[src/rtl/conv_sched.sv]
// conv_sched: per-layer sequencer for the 5x5 streaming convolution engine.
//
// For one layer it loops over N_KERNEL kernels. Each kernel pass loads K*K weights into the
// engine, streams every fmap column of every K-row band as tap reads, captures engine results
// into the result memory, and waits for the engine's done pulse.
//
// Ports
//   clk, rstn        clock (rising edge) and synchronous active-low reset
//   go, layer        start pulse and size select (0: 28x28, 1: 12x12), sampled on accepted go
//   conv_ovalid      engine result valid, one per output pixel
//   conv_done        engine pass-complete pulse
//   conv_start       engine run enable, high for the whole per-kernel pass
//   conv_weight_en   engine weight capture strobe (w_rd_en delayed by the 1-cycle memory)
//   conv_state       engine size select (latched layer)
//   w_rd_en/addr     weight memory read port, addr = kidx*K*K + i
//   f_rd_en/row/col  fmap column read, row = top of current K-row band
//   o_wr_en/addr     result memory write port, addr = kidx*Osz*Osz + pix
//   kidx             current kernel index
//   busy             high from accepted go until layer_done or error abort
//   layer_done       1-cycle pulse after the last kernel completes
//   err              sticky error flag, cleared on the next accepted go
module conv_sched #(
    parameter int unsigned K        = 5,
    parameter int unsigned N_KERNEL = 6,
    parameter int unsigned WA_W     = 10,
    parameter int unsigned OA_W     = 12,
    parameter int unsigned TIMEOUT  = 1024
) (
    input  logic            clk,
    input  logic            rstn,
    input  logic            go,
    input  logic            layer,
    input  logic            conv_ovalid,
    input  logic            conv_done,
    output logic            conv_start,
    output logic            conv_weight_en,
    output logic            conv_state,
    output logic            w_rd_en,
    output logic [WA_W-1:0] w_rd_addr,
    output logic            f_rd_en,
    output logic [4:0]      f_row,
    output logic [4:0]      f_col,
    output logic            o_wr_en,
    output logic [OA_W-1:0] o_wr_addr,
    output logic [2:0]      kidx,
    output logic            busy,
    output logic            layer_done,
    output logic            err
);

    localparam int unsigned WPerK = K * K;
    localparam int unsigned WcW   = $clog2(WPerK + 1);
    localparam int unsigned TcW   = $clog2(TIMEOUT);

    localparam logic [4:0]      Ni0     = 5'd28;
    localparam logic [4:0]      Ni1     = 5'd12;
    localparam logic [OA_W-1:0] OszSq0  = OA_W'((28 - K + 1) * (28 - K + 1));
    localparam logic [OA_W-1:0] OszSq1  = OA_W'((12 - K + 1) * (12 - K + 1));
    localparam logic [WcW-1:0]  WcLast  = WcW'(WPerK);
    localparam logic [TcW-1:0]  TmoLast = TcW'(TIMEOUT - 1);
    localparam logic [2:0]      KLast   = 3'(N_KERNEL - 1);

    typedef enum logic [2:0] {
        StIdle,
        StLoadW,
        StStream,
        StWaitDone,
        StNext,
        StDone
    } state_e;

    state_e state_q, state_d;

    logic            layer_q, layer_d;
    logic [2:0]      kidx_q, kidx_d;
    logic [WcW-1:0]  w_cnt_q, w_cnt_d;
    logic            wen_q, wen_d;
    logic [4:0]      row_q, row_d;
    logic [4:0]      col_q, col_d;
    logic [OA_W-1:0] pix_q, pix_d;
    logic [TcW-1:0]  tmo_q, tmo_d;
    logic            err_q, err_d;

    logic [4:0]      ni;
    logic [4:0]      row_last;
    logic [4:0]      col_last;
    logic [OA_W-1:0] osz_sq;
    logic [OA_W-1:0] pix_next;
    logic            start_ok;
    logic            load_last;
    logic            stream_last;
    logic            tmo_hit;
    logic            kidx_last;

    // Geometry of the latched layer.
    always_comb begin
        ni       = layer_q ? Ni1 : Ni0;
        col_last = ni - 5'd1;
        row_last = ni - 5'(K);
        osz_sq   = layer_q ? OszSq1 : OszSq0;
    end

    assign start_ok    = go && !busy;
    // Load phase ends one cycle after the last read, when its strobe reaches the engine.
    assign load_last   = (state_q == StLoadW) && (w_cnt_q == WcLast);
    assign stream_last = (state_q == StStream) && (col_q == col_last) && (row_q == row_last);
    assign tmo_hit     = (state_q == StWaitDone) && !conv_done && (tmo_q == TmoLast);
    assign kidx_last   = (kidx_q == KLast);

    // State register.
    always_ff @(posedge clk) begin
        if (!rstn) begin
            state_q <= StIdle;
        end else begin
            state_q <= state_d;
        end
    end

    // Next-state logic.
    always_comb begin
        state_d = state_q;
        unique case (state_q)
            StIdle:     if (start_ok) state_d = StLoadW;
            StLoadW:    if (load_last) state_d = StStream;
            StStream:   if (stream_last) state_d = StWaitDone;
            StWaitDone: begin
                if (conv_done) begin
                    state_d = StNext;
                end else if (tmo_hit) begin
                    state_d = StIdle;
                end
            end
            StNext:     state_d = kidx_last ? StDone : StLoadW;
            StDone:     state_d = start_ok ? StLoadW : StIdle;
            default:    state_d = StIdle;
        endcase
    end

    // Output decode.
    always_comb begin
        conv_start = 1'b0;
        w_rd_en    = 1'b0;
        f_rd_en    = 1'b0;
        layer_done = 1'b0;
        busy       = 1'b1;
        unique case (state_q)
            StIdle:     busy = 1'b0;
            StLoadW: begin
                conv_start = 1'b1;
                w_rd_en    = (w_cnt_q < WcLast);
            end
            StStream: begin
                conv_start = 1'b1;
                f_rd_en    = 1'b1;
            end
            StWaitDone: conv_start = 1'b1;
            StNext:     busy = 1'b1;
            StDone: begin
                busy       = 1'b0;
                layer_done = 1'b1;
            end
            default:    busy = 1'b0;
        endcase
    end

    // conv_start is high exactly while a pass is in progress.
    assign o_wr_en        = conv_ovalid && conv_start;
    assign conv_weight_en = wen_q;
    assign conv_state     = layer_q;
    assign kidx           = kidx_q;
    assign f_row          = row_q;
    assign f_col          = col_q;
    assign err            = err_q;
    assign w_rd_addr      = WA_W'(kidx_q) * WA_W'(WPerK) + WA_W'(w_cnt_q);
    assign o_wr_addr      = OA_W'(kidx_q) * osz_sq + pix_q;

    // Counters and error flag.
    always_comb begin
        layer_d  = layer_q;
        kidx_d   = kidx_q;
        w_cnt_d  = w_cnt_q;
        wen_d    = w_rd_en;
        row_d    = row_q;
        col_d    = col_q;
        tmo_d    = tmo_q;
        err_d    = err_q;
        // A write coinciding with conv_done is counted before the pixel check.
        pix_next = pix_q + OA_W'(o_wr_en);
        pix_d    = pix_next;

        if (start_ok) begin
            layer_d = layer;
            kidx_d  = 3'd0;
            w_cnt_d = '0;
            row_d   = 5'd0;
            col_d   = 5'd0;
            pix_d   = '0;
            tmo_d   = '0;
            err_d   = 1'b0;
        end

        unique case (state_q)
            StLoadW: begin
                w_cnt_d = load_last ? '0 : w_cnt_q + WcW'(1);
            end
            StStream: begin
                if (col_q == col_last) begin
                    col_d = 5'd0;
                    row_d = (row_q == row_last) ? 5'd0 : row_q + 5'd1;
                end else begin
                    col_d = col_q + 5'd1;
                end
            end
            StWaitDone: begin
                if (conv_done) begin
                    tmo_d = '0;
                    if (pix_next != osz_sq) err_d = 1'b1;
                end else if (tmo_hit) begin
                    tmo_d = '0;
                    err_d = 1'b1;
                end else begin
                    tmo_d = tmo_q + TcW'(1);
                end
            end
            StNext: begin
                pix_d = '0;
                if (!kidx_last) kidx_d = kidx_q + 3'd1;
            end
            default: begin
            end
        endcase

        // Results arriving outside a pass are dropped but flagged.
        if (conv_ovalid && !conv_start) err_d = 1'b1;
    end

    always_ff @(posedge clk) begin
        if (!rstn) begin
            layer_q <= 1'b0;
            kidx_q  <= 3'd0;
            w_cnt_q <= '0;
            wen_q   <= 1'b0;
            row_q   <= 5'd0;
            col_q   <= 5'd0;
            pix_q   <= '0;
            tmo_q   <= '0;
            err_q   <= 1'b0;
        end else begin
            layer_q <= layer_d;
            kidx_q  <= kidx_d;
            w_cnt_q <= w_cnt_d;
            wen_q   <= wen_d;
            row_q   <= row_d;
            col_q   <= col_d;
            pix_q   <= pix_d;
            tmo_q   <= tmo_d;
            err_q   <= err_d;
        end
    end

endmodule

[config.mk]
export PLATFORM = sky130hd
export DESIGN_NAME = conv_sched
export DESIGN_NICKNAME = d
export VERILOG_FILES = /design/src/rtl/conv_sched.sv
export SDC_FILE = /design/constraint.sdc
export NUM_CORES = 1
export LEC_CHECK = 0
export ABC_AREA = 1
export CORE_MARGIN = 10
export CORE_UTILIZATION = 54
export DETAILED_ROUTE_END_ITERATION = 16
export PLACE_DENSITY = 0.87
export SYNTH_ARGS = -nofsm -noshare
export SYNTH_HDL_FRONTEND = slang
export SYNTH_SLANG_ARGS = --single-unit
[constraint.sdc]
create_clock -name clk -period 3.31 [get_ports clk]
set_clock_uncertainty 0.05 [all_clocks]
set_input_delay 0.662 -clock clk [delete_from_list [all_inputs] [get_ports clk]]
set_output_delay 0.662 -clock clk [all_outputs]
set_load 0.02 [all_outputs]
==> impl_results.md <==
* Placeable Area at 5470 um2
* Number of placement rows at 27
* Clock sink count at 46
* PwrDens at 452 nW/um2
* Cell area after synthesis at 3040 um2
* Post-route fraction of the period consumed by the critical path at 0.963
* Die Footprint at 9020 um2
* Start of the worst register-to-register path: state_q[0]
* Hold Crit Start: tmo_q[0]
* CP endpoint kind: output port
* Sequential element share of the synthesized area at 0.303
* Kind of launch point of the worst setup path: flip-flop
* Number of post-CTS setup repair buffers at 0
* Max cap viols at 0
* Synthesis-stage register bit count at 46
* Arr. time, crit path at 2.47 ns
* Initial core utilization at 0.555
* Number of remaining DRC errors at 0
* Placed cell count at 537
* Tot Pwr at 1.66 mW
* Clock buffers created by TritonCTS at 5
* Maximum resistive drop on vdd at 0.398 mV
* Outcome: completed
* Via count of the first global-routing pass at 2647
* Number of max-slew violations in the final report at 0
* Synthesized net count at 463
* Max stage delay cell, worst path: sky130_fd_sc_hd__dfxtp_1
* Number of distinct standard cells referenced by the synthesized netlist at 41
* Worst setup path startpoint: kidx[1]
* TritonCTS clock tree: yes
* Unrepaired setup endpoints after global routing: false
* # port buffers at 48
* Clk Tree Root Cell: sky130_fd_sc_hd__clkbuf_8
* Worst Hold Class: reg -> reg
* Die X at 95.0 um
* Final critical-path setup slack at 0.123 ns
* Kind of cell adding the most delay to the critical path: adder cells
* Clk pin slew, worst setup/hold paths at 0.08 ns
* Nets at 513
* Number of failing setup endpoints in the final timing report at 0
* IO Pins at 50
* Required time at the endpoint of the critical path at 2.60 ns
* Per-cell via count in the routed design at 5.17
* Post-synthesis to final-layout area growth at 20.9%
* Worst max-slew margin expressed relative to the limit at 0.641
* Maximum fanout encountered on the critical timing path at 3
* Mean Syn Cell Area at 7.19 um2
* GRT Overall Usage at 0.162
* Total negative slack for setup checks at 0 ns
* Gate Count Post-Synth at 422
* Post-CTS Hold Buffers at 0
* Number of antenna violations at the first check in global routing at 0
* Source-to-sink clock delay at the later pin of the worst-skew pair at 0.30 ns
* Cells traversed along the worst timing path: inv_1, buf_4, ha_1, inv_1, ha_1, ha_1, inv_1, o21bai_1, xor2_1, clkdlybuf4s15_1
* Routed wire length at 7140 um
* Global-route wire length before repair at 11900 um
* Global route total overflow at 0
* Final antenna diode count at 0
* Worst slew pin tran at 0.538 ns
* Leading cell types in the layout, fill and taps excluded: sky130_fd_sc_hd__nand2_1 (94), sky130_fd_sc_hd__inv_1 (53), sky130_fd_sc_hd__nor2_1 (48), sky130_fd_sc_hd__dfxtp_1 (46), sky130_fd_sc_hd__clkdlybuf4s50_1 (42)
* CTS max path bufs at 2
* Bufs and invs on worst path at 5
* Leakage power figure at 1.73 nW
* Max frequency at 314 MHz
* Final hold violation count at 0
* Fraction of final layout cells sized beyond drive strength 1 at 0.0722
* Worst Setup Path Type: reg -> out
* Die Height at 95.0 um
* Via count at 2807
* Post-detail-place hpwl at 5630 um
* Most common library cell in the layout ignoring fill and taps: sky130_fd_sc_hd__nand2_1
* Number of cells in the finished layout apart from fillers at 543
* Post-route minimum period at 3.19 ns
* Average wire per standard cell at 13.2 um
* Largest stage delay on the critical path at 0.33 ns
* Setup WS pre-CTS at -0.0111 ns
* Ys Warns at 0
* Drt first-iter violations at 115
* Gp weighted congestion at 0.834
* First-pass detailed-route iteration total at 5
* Fin Hold WS at 0.439 ns
* Remaining antenna violation count at 0
* Maximum number of pins on one net before global-route repair at 15
* Maximum level of the CTS H-tree at 2
area by class of cell:
class | instances | area, um2
clock buffer | 6 | 82.6
fill | 476 | 1800
tap | 72 | 90.1
sequential | 46 | 921
multi-input combinational | 306 | 1830
inverter | 58 | 218
timing repair buffer | 55 | 526
worst paths after layout:
check	cells past startpoint	slack, ns	endpoint
max	10	0.12	w_rd_addr[6]
min	2	0.44	tmo_q[0]
max reg2reg	14	0.80	err
min reg2reg	2	0.44	tmo_q[0]
where the power goes:
| part | internal (mW) | switching [mW] | total [mW] |
|---|---|---|---|
| Sequential | 0.596 | 0.0550 | 0.651 |
| Clock | 0.161 | 0.178 | 0.339 |
| Combinational | 0.251 | 0.417 | 0.667 |
| Total | 1.01 | 0.650 | 1.66 |
routing by layer:
| metal | vias to the layer above | routed length (um) | track usage |
|---|---|---|---|
| li1 | 1448 | - | - |
| met5 | - | 0 | 0 |
| met4 | 0 | 111 | 0.0549 |
| met2 | 75 | 3510 | 0.289 |
| met1 | 1273 | 3000 | 0.181 |
| met3 | 11 | 517 | 0.0436 |
cell usage after synthesis (all sizes together):
master,n,area share
o21a,1,0.0025
o21bai,5,0.012
o21ai,15,0.025
ha,33,0.14
a21o,1,0.0025
a31oi,3,0.0082
o211ai,1,0.0025
buf,10,0.023
nand3,24,0.045
nand3b,1,0.0025
xnor2,5,0.014
a21boi,1,0.0025
nor3,5,0.0099
a311oi,1,0.0029
nor2,50,0.065
xor2,15,0.043
clkbuf,2,0.0025
nand2,98,0.13
fa,2,0.013
conb,1,0.0012
a21oi,35,0.061
or2,1,0.0021
o22ai,1,0.0021
and2,1,0.0021
dfxtp,46,0.30
inv,58,0.072
nand4,5,0.012
nor3b,1,0.0025
worst register-to-register path, stage by stage (launching register included):
cell and delay, ns:
sky130_fd_sc_hd__dfxtp_1 0.53, sky130_fd_sc_hd__inv_1 0.09, sky130_fd_sc_hd__nand2_2 0.10, sky130_fd_sc_hd__nand2_4 0.07, sky130_fd_sc_hd__nor2_1 0.20, sky130_fd_sc_hd__ha_1 0.19
sky130_fd_sc_hd__ha_1 0.23, sky130_fd_sc_hd__nand2_1 0.12, sky130_fd_sc_hd__nor2_1 0.22, sky130_fd_sc_hd__nand2_1 0.09, sky130_fd_sc_hd__xor2_1 0.17, sky130_fd_sc_hd__nor2_1 0.12
sky130_fd_sc_hd__nand2_1 0.07, sky130_fd_sc_hd__nand2_1 0.06, sky130_fd_sc_hd__a21oi_1 0.05
kinds of logic after synthesis:
group / after synthesis / synth area share
fa+ha+maj: 35 / 0.149
other cells: 1 / 0.00124
simple gates: 186 / 0.270
flops: 46 / 0.303
xor+xnor: 20 / 0.0577
compound gates: 64 / 0.122
buf+inv: 70 / 0.0973
state kept, by name, indices dropped and copies added (netlist names):
| name | cells |
|---|---|
| f_col | 5 |
| state_q | 3 |
| conv_weight_en | 1 |
| f_row | 5 |
| w_cnt_q | 5 |
| err | 1 |
| tmo_q | 10 |
| conv_state | 1 |
| kidx | 3 |
| pix_q | 12 |
through the flow:
stage / instance area, um2 / utilization
detailed placement: 3580 / 0.654
CTS: 3660 / 0.669
floorplan: 3040 / -
global route: 3670 / 0.671
finish: 3670 / 0.671
global placement: 3580 / 0.654
timing repair:
item                                    4_1_cts  5_1_grt
gates cloned                                  0        0
hold endpoints to repair                      0        0
resized for setup                             7        9
endpoints found under the setup margin        5        4
Power figures use the tool's default switching activity.
